--- src/rtl/sprite_motion_ctrl_pkg.sv ---
// Shared definitions for the walking-sprite motion controller.
//   - action codes driven to the renderer's frame-index input
//   - controller state and requested-direction encodings
//   - helper that steps the three-image walk cycle
package sprite_motion_ctrl_pkg;

  localparam logic [2:0] ACT_IDLE  = 3'd0;
  localparam logic [2:0] ACT_WALK0 = 3'd1;
  localparam logic [2:0] ACT_WALK1 = 3'd2;
  localparam logic [2:0] ACT_WALK2 = 3'd3;
  localparam logic [2:0] ACT_SKID  = 3'd4;

  typedef enum logic [1:0] {
    ST_IDLE = 2'd0,
    ST_WALK = 2'd1,
    ST_SKID = 2'd2
  } state_t;

  typedef enum logic [1:0] {
    DIR_NONE = 2'd0,
    DIR_L    = 2'd1,
    DIR_R    = 2'd2
  } dir_t;

  // Walk images cycle 1 -> 2 -> 3 -> 1.
  function automatic logic [2:0] next_walk_act(input logic [2:0] act);
    case (act)
      ACT_WALK0: next_walk_act = ACT_WALK1;
      ACT_WALK1: next_walk_act = ACT_WALK2;
      default:   next_walk_act = ACT_WALK0;
    endcase
  endfunction

endpackage

--- src/rtl/sprite_motion_ctrl_if.sv ---
// Signal bundle between the frame timing / button side and the motion
// controller.
//   frame_tick   frame strobe from the VGA timing generator (rising edge counts)
//   btn_left     raw button level, 1 = pressed
//   btn_right    raw button level, 1 = pressed
//   position     sprite x offset to the renderer
//   action       sprite frame index to the renderer
//   orientation  1 = facing right (unmirrored), 0 = facing left (mirrored)
// master: drives strobe and buttons; slave: the controller.
interface sprite_motion_ctrl_if;

  logic       frame_tick;
  logic       btn_left;
  logic       btn_right;
  logic [8:0] position;
  logic [2:0] action;
  logic       orientation;

  modport master (
    output frame_tick,
    output btn_left,
    output btn_right,
    input  position,
    input  action,
    input  orientation
  );

  modport slave (
    input  frame_tick,
    input  btn_left,
    input  btn_right,
    output position,
    output action,
    output orientation
  );

endinterface

--- src/rtl/sprite_motion_ctrl_btn_sync.sv ---
// Two-flop synchronizer for one raw asynchronous button level.
//   clk      system/pixel clock
//   reset_n  asynchronous active-low reset (clears both flops)
//   async_i  raw button level
//   sync_o   button level synchronized to clk
module sprite_motion_ctrl_btn_sync (
  input  logic clk,
  input  logic reset_n,
  input  logic async_i,
  output logic sync_o
);

  logic meta_q;
  logic sync_q;

  always_ff @(posedge clk or negedge reset_n) begin
    if (!reset_n) begin
      meta_q <= 1'b0;
      sync_q <= 1'b0;
    end else begin
      meta_q <= async_i;
      sync_q <= meta_q;
    end
  end

  assign sync_o = sync_q;

endmodule

--- src/rtl/sprite_motion_ctrl.sv ---
// Per-frame motion controller for the walking sprite. Converts left/right
// button levels into position, walk-cycle frame index and facing direction,
// advancing once per rising edge of frame_tick.
//   clk      system/pixel clock
//   reset_n  asynchronous active-low reset
//   bus      slave side of sprite_motion_ctrl_if (strobe and buttons in,
//            position/action/orientation out, all outputs registered)
//
// state   | meaning
// --------+-----------------------------------------------------------
// ST_IDLE | standing still, action 0
// ST_WALK | moving STEP per frame, walk images cycle every ANIM_DIV frames
// ST_SKID | reversal in progress, skid image held SKID_FRAMES frames
module sprite_motion_ctrl #(
  parameter int MIN_POS     = 0,
  parameter int MAX_POS     = 479,
  parameter int START_POS   = 64,
  parameter int STEP        = 2,
  parameter int ANIM_DIV    = 6,
  parameter int SKID_FRAMES = 8
) (
  input  logic                 clk,
  input  logic                 reset_n,
  sprite_motion_ctrl_if.slave  bus
);

  import sprite_motion_ctrl_pkg::*;

  localparam int ANIM_W = (ANIM_DIV > 1) ? $clog2(ANIM_DIV) : 1;
  localparam int SKID_W = (SKID_FRAMES > 1) ? $clog2(SKID_FRAMES) : 1;
  localparam logic [ANIM_W-1:0] ANIM_LAST = ANIM_W'(ANIM_DIV - 1);
  localparam logic [SKID_W-1:0] SKID_LAST = SKID_W'(SKID_FRAMES - 1);

  logic sync_l;
  logic sync_r;

  sprite_motion_ctrl_btn_sync u_sync_l (
    .clk     (clk),
    .reset_n (reset_n),
    .async_i (bus.btn_left),
    .sync_o  (sync_l)
  );

  sprite_motion_ctrl_btn_sync u_sync_r (
    .clk     (clk),
    .reset_n (reset_n),
    .async_i (bus.btn_right),
    .sync_o  (sync_r)
  );

  state_t              state_q;
  logic [8:0]          pos_q;
  logic [2:0]          act_q;
  logic                ori_q;
  logic [ANIM_W-1:0]   anim_cnt_q;
  logic [SKID_W-1:0]   skid_cnt_q;
  logic                frame_tick_q;

  // A strobe held high for many cycles still advances the frame only once.
  logic tick;
  assign tick = bus.frame_tick & ~frame_tick_q;

  dir_t dir_req;
  logic dir_right;

  always_comb begin
    dir_req = DIR_NONE;
    case ({sync_l, sync_r})
      2'b01:   dir_req = DIR_R;
      2'b10:   dir_req = DIR_L;
      default: dir_req = DIR_NONE;
    endcase
  end

  assign dir_right = (dir_req == DIR_R);

  // Saturating move; 10-bit intermediates keep pos+STEP from wrapping.
  logic [9:0] right_sum;
  logic [9:0] left_diff;
  logic [8:0] pos_right;
  logic [8:0] pos_left;
  logic [8:0] pos_step;

  always_comb begin
    right_sum = {1'b0, pos_q} + 10'(STEP);
    left_diff = {1'b0, pos_q} - 10'(STEP);
    pos_right = (right_sum > 10'(MAX_POS)) ? 9'(MAX_POS) : right_sum[8:0];
    pos_left  = ({1'b0, pos_q} < 10'(MIN_POS + STEP)) ? 9'(MIN_POS) : left_diff[8:0];
    pos_step  = dir_right ? pos_right : pos_left;
  end

  always_ff @(posedge clk or negedge reset_n) begin
    if (!reset_n) begin
      state_q      <= ST_IDLE;
      pos_q        <= 9'(START_POS);
      act_q        <= ACT_IDLE;
      ori_q        <= 1'b1;
      anim_cnt_q   <= '0;
      skid_cnt_q   <= '0;
      frame_tick_q <= 1'b0;
    end else begin
      frame_tick_q <= bus.frame_tick;
      if (tick) begin
        case (state_q)
          ST_IDLE: begin
            if (dir_req != DIR_NONE) begin
              state_q    <= ST_WALK;
              ori_q      <= dir_right;
              act_q      <= ACT_WALK0;
              anim_cnt_q <= '0;
              pos_q      <= pos_step;
            end
          end

          ST_WALK: begin
            if (dir_req == DIR_NONE) begin
              state_q    <= ST_IDLE;
              act_q      <= ACT_IDLE;
              anim_cnt_q <= '0;
            end else if (dir_right == ori_q) begin
              pos_q <= pos_step;
              if (anim_cnt_q == ANIM_LAST) begin
                anim_cnt_q <= '0;
                act_q      <= next_walk_act(act_q);
              end else begin
                anim_cnt_q <= anim_cnt_q + ANIM_W'(1);
              end
            end else begin
              state_q    <= ST_SKID;
              ori_q      <= dir_right;
              act_q      <= ACT_SKID;
              skid_cnt_q <= '0;
            end
          end

          ST_SKID: begin
            // The skid runs to completion; buttons only matter on the exit tick.
            if (skid_cnt_q != SKID_LAST) begin
              skid_cnt_q <= skid_cnt_q + SKID_W'(1);
            end else if (dir_req == DIR_NONE) begin
              state_q    <= ST_IDLE;
              act_q      <= ACT_IDLE;
              anim_cnt_q <= '0;
            end else begin
              state_q    <= ST_WALK;
              ori_q      <= dir_right;
              act_q      <= ACT_WALK0;
              anim_cnt_q <= '0;
              pos_q      <= pos_step;
            end
          end

          default: begin
            state_q <= ST_IDLE;
            act_q   <= ACT_IDLE;
          end
        endcase
      end
    end
  end

  assign bus.position    = pos_q;
  assign bus.action      = act_q;
  assign bus.orientation = ori_q;

endmodule
--- src/flat_wrapper.sv ---
// flat-port wrapper written by rule: the top's interface ports become plain ports
module sprite_motion_ctrl_flat import sprite_motion_ctrl_pkg::*;
#(
  parameter int MIN_POS     = 0,
  parameter int MAX_POS     = 479,
  parameter int START_POS   = 64,
  parameter int STEP        = 2,
  parameter int ANIM_DIV    = 6,
  parameter int SKID_FRAMES = 8
)
  (clk, reset_n, bus_frame_tick, bus_btn_left, bus_btn_right, bus_position, bus_action, bus_orientation);
  sprite_motion_ctrl_if bus_i ();
  input  logic clk;
  input  logic reset_n;
  input wire logic [$bits(bus_i.frame_tick)-1:0] bus_frame_tick;
  input wire logic [$bits(bus_i.btn_left)-1:0] bus_btn_left;
  input wire logic [$bits(bus_i.btn_right)-1:0] bus_btn_right;
  output wire logic [$bits(bus_i.position)-1:0] bus_position;
  output wire logic [$bits(bus_i.action)-1:0] bus_action;
  output wire logic [$bits(bus_i.orientation)-1:0] bus_orientation;
  assign bus_i.frame_tick = bus_frame_tick;
  assign bus_i.btn_left = bus_btn_left;
  assign bus_i.btn_right = bus_btn_right;
  assign bus_position = bus_i.position;
  assign bus_action = bus_i.action;
  assign bus_orientation = bus_i.orientation;
  sprite_motion_ctrl #(.MIN_POS(MIN_POS), .MAX_POS(MAX_POS), .START_POS(START_POS), .STEP(STEP), .ANIM_DIV(ANIM_DIV), .SKID_FRAMES(SKID_FRAMES)) u_core (.clk(clk), .reset_n(reset_n), .bus(bus_i));
endmodule
--- config.mk ---
export PLATFORM = sky130hd
export DESIGN_NAME = sprite_motion_ctrl_flat
export DESIGN_NICKNAME = d
export VERILOG_FILES = /design/src/rtl/sprite_motion_ctrl_pkg.sv /design/src/rtl/sprite_motion_ctrl_if.sv /design/src/rtl/sprite_motion_ctrl_btn_sync.sv /design/src/rtl/sprite_motion_ctrl.sv /design/src/flat_wrapper.sv
export SDC_FILE = /design/constraint.sdc
export NUM_CORES = 1
export LEC_CHECK = 0
export ABC_AREA = 1
export CAP_MARGIN = 15
export CELL_PAD_IN_SITES_DETAIL_PLACEMENT = 0
export CELL_PAD_IN_SITES_GLOBAL_PLACEMENT = 2
export CORE_ASPECT_RATIO = 0.8
export CORE_MARGIN = 10
export CORE_UTILIZATION = 32
export CTS_CLUSTER_DIAMETER = 150
export DETAILED_ROUTE_END_ITERATION = 12
export PLACE_DENSITY = 0.86
export SLEW_MARGIN = 10
export SYNTH_ARGS = -nofsm -noshare
export SYNTH_HDL_FRONTEND = slang
export SYNTH_SLANG_ARGS = --single-unit
export TNS_END_PERCENT = 50
--- constraint.sdc ---
create_clock -name clk -period 2.2 [get_ports clk]
set_clock_uncertainty 0.2 [all_clocks]
set_input_delay 0.33 -clock clk [delete_from_list [all_inputs] [get_ports clk]]
set_output_delay 0.33 -clock clk [all_outputs]
set_load 0.01 [all_outputs]
==> summary.json <==
{
  "wirelength_per_cell": {"value": 12.6, "unit": "um"},
  "finalWirelength": {"value": 3860, "unit": "um"},
  "cts_buffer_depth": {"value": 2},
  "timing.rr.start": {"value": "u_core.bus.position[1]$_DFFE_PN0P_"},
  "critPathBufInv": {"value": 1},
  "first_pass_iters": {"value": 4},
  "row_count": {"value": 23},
  "grt.overflow.total": {"value": 0},
  "drc": {"value": 0},
  "hpwl": {"value": 3080, "unit": "um"},
  "tritoncts": {"value": "built"},
  "critical_path.max_stage_delay": {"value": 630, "unit": "ps"},
  "fp.dieArea": {"value": 8480, "unit": "um^2"},
  "placement.setup.worst_slack": {"value": 59.6, "unit": "ps"},
  "largest_family_of_logic_cells_by_synthesized_area": {"value": "simple AND/OR/NAND/NOR gates"},
  "timing_worst_slew_pin_value": {"value": 334, "unit": "ps"},
  "syn_area": {"value": 1660, "unit": "um^2"},
  "layout_worst_path_cycle_share": {"value": 0.913},
  "post_cts.repair.setup_buffers": {"value": 0},
  "fin_ws": {"value": 192, "unit": "ps"},
  "cellPowerDensity": {"value": 1310, "unit": "nW/um^2"},
  "worstSkewPairLatency": {"value": 270, "unit": "ps"},
  "synth_simple_gate_area_frac": {"value": 0.294},
  "tns": {"value": 0, "unit": "ps"},
  "slew_viol_final": {"value": 0},
  "initialDrtViolationCount": {"value": 70},
  "synth_fa_ha_area_frac": {"value": 0.0377},
  "setup.worst_path.class": {"value": "reg2out"},
  "finalSetupViolCount": {"value": 0},
  "worst_reg2reg_path_length_in_cells": {"value": 11},
  "r2r_slack": {"value": 270, "unit": "ps"},
  "vias_per_cell": {"value": 4.64},
  "top_library_cells_by_usage_in_the_layout_fill_and_taps_aside": {"value": "sky130_fd_sc_hd__nand2_1 (57), sky130_fd_sc_hd__inv_1 (27), sky130_fd_sc_hd__nor2_1 (24), sky130_fd_sc_hd__dfrtp_1 (24), sky130_fd_sc_hd__nand3_1 (20)"},
  "final_common_cell": {"value": "sky130_fd_sc_hd__nand2_1"},
  "core_area": {"value": 5010, "unit": "um^2"},
  "total_cts_buffers": {"value": 3},
  "synth_register_bits": {"value": 26},
  "path_clk_slew": {"value": 90, "unit": "ps"},
  "worst_hold_startpoint": {"value": "u_core.u_sync_l.meta_q$_DFF_PN0_"},
  "synth_cell_type_count": {"value": 31},
  "cts_sinks": {"value": 26},
  "initial_core_util": {"value": 0.331},
  "synth_sequential_area_ratio": {"value": 0.394},
  "ios": {"value": 18},
  "num_vias": {"value": 1420},
  "timing.hold.worst.class": {"value": "reg2reg"},
  "grt_antenna_before_repair": {"value": 0},
  "mapped_nets": {"value": 234},
  "critical_path.cell_chain": {"value": "clkdlybuf4s50_1"},
  "area_share_of_xor_xnor_cells_in_the_synthesized_design": {"value": 0.0309},
  "timing.critical_path.slowest_stage_cell": {"value": "sky130_fd_sc_hd__dfstp_2"},
  "cts-root-buf": {"value": "sky130_fd_sc_hd__clkbuf_8"},
  "timing.hold.worst_path_depth": {"value": 0},
  "cp-start-kind": {"value": "register"},
  "required_time_reported_for_the_critical_path_endpoint": {"value": 1670, "unit": "ps"},
  "cts_resized": {"value": 0},
  "clock_tree.htree_level_count": {"value": 1},
  "synth.mux.area_fraction": {"value": 0.00603},
  "worst-path-max-fanout": {"value": 8},
  "antennaDiodeCount": {"value": 0},
  "run_status": {"value": "completed"},
  "grt_usage": {"value": 0.0961},
  "place.gp.congestion": {"value": 0.883},
  "drtAntennaViolNets": {"value": 0},
  "critical_path.startpoint": {"value": "u_core.bus.position[6]$_DFFE_PN1P_"},
  "worst_slew_margin_rel": {"value": 0.778},
  "first_global_vias": {"value": 1352},
  "final_core_util": {"value": 0.389},
  "grt_max_degree": {"value": 27},
  "postSynthAreaPerCell": {"value": 7.41, "unit": "um^2"},
  "max-vdd-ir-drop": {"value": 0.497, "unit": "mV"},
  "layoutNonFillerInstCount": {"value": 306},
  "p_total": {"value": 2.55, "unit": "mW"},
  "layout-drive-gt1-share": {"value": 0.119},
  "post-route-min-period": {"value": 2010, "unit": "ps"},
  "worstSetupEndpointType": {"value": "primary output"},
  "area_growth": {"value": 17.3, "unit": "%"},
  "grt_first_pass_wirelength": {"value": 6730, "unit": "um"},
  "worstPathArrival": {"value": 1480, "unit": "ps"},
  "critPathTopFamily": {"value": "flip-flops"},
  "critical_path_depth": {"value": 1},
  "reg2reg_to": {"value": "u_core.bus.position[4]$_DFFE_PN0P_"},
  "power.leakage": {"value": 0.938, "unit": "nW"},
  "instance_count_after_placement_with_tap_cells_included": {"value": 302},
  "setup.worst_path.end": {"value": "bus_position[6]"},
  "die-width": {"value": 101, "unit": "um"},
  "yosys_warnings": {"value": 0},
  "hold_viol_final": {"value": 0},
  "achievable_frequency": {"value": 0.498, "unit": "GHz"},
  "cts-hold-fix-buffers": {"value": 0},
  "gate_count_of_the_mapped_netlist": {"value": 224},
  "synth-compound-area-share": {"value": 0.134},
  "max_cap_viol_count": {"value": 0},
  "numPortBuffers": {"value": 17},
  "finish.net_count": {"value": 255},
  "floorplan.die.height": {"value": 84.4, "unit": "um"},
  "rsz0062_at_grt": {"value": "no"}
}
==> cell usage after synthesis, drive strengths merged <==
cell type,number,area [um^2]
a21oi,17,100
buf,5,48.8
dfrtp,24,601
dfstp,2,52.6
ha,5,62.6
inv,32,123
mux2i,1,10.0
nand2,60,235
nand3,21,110
nand3b,1,7.51
nand4,1,6.26
nor2,27,119
nor3,2,10.0
o211ai,3,27.5
o21ai,17,88.8
o22ai,1,6.26
xnor2,2,25.0
xor2,3,26.3
==> layer usage <==
metal  GRT usage  routed length (um)  part of all wire  vias to the layer above
met5           0                   0                 0                        -
met4      0.0269                  45             0.012                        0
met3      0.0229                 131             0.034                        4
met2       0.137                1520              0.39                       21
met1       0.139                2160              0.56                      640
li1            -                   -                 -                      755
==> flip-flops by register name (all words and copies together), names as in the netlist, 2 cells and up <==
| register | flops |
|---|---|
| u_core.state_q | 2 |
| u_core.bus.action | 3 |
| u_core.skid_cnt_q | 3 |
| u_core.bus.position | 9 |
| u_core.anim_cnt_q | 3 |
==> through the flow <==
step | hold WS [ps] | instance area [um^2]
finish | 154 | 1950
global route | 165 | 1950
CTS | 156 | 1940
detailed placement | 135 | 1890
global placement | 135 | 1890
floorplan | -166 | 1660
==> logic make-up (layout without fill, tap and decap cells) <==
kind of cell	count (synthesis)	count (layout)
and+or+nand+nor	112	112
AOI/OAI and AO/OA	38	38
buffers and inverters	37	57
DFF	26	26
adders and majority gates	5	5
xor gates and xnor gates	5	5
muxes	1	1
==> report_power, final <==
group	switching (mW)	leakage [nW]	internal [mW]
logic	0.753	0.590	0.568
clock network	0.152	0.0288	0.160
registers	0.241	0.319	0.673
total	1.15	0.938	1.40
==> cell type report <==
cell class	instances	area, um^2
fill	545	3060
multi-input combinational	161	837
sequential	26	653
timing repair buffer	21	200
inverter	32	123
tap	62	77.6
clock buffer	4	55.1
==> how the worst min path moves through the flow <==
stage / to / slack [ps]
after CTS: u_core.u_sync_l.sync_o$_DFF_PN0_ / 160
after global placement: u_core.u_sync_l.sync_o$_DFF_PN0_ / 130
after detailed placement: u_core.u_sync_l.sync_o$_DFF_PN0_ / 130
final: u_core.u_sync_l.sync_o$_DFF_PN0_ / 150
after floorplan: u_core.anim_cnt_q[0]$_DFFE_PN0P_ / -170
after global routing: u_core.u_sync_l.sync_o$_DFF_PN0_ / 170
Note: power is estimated with default switching activity, not from simulation.
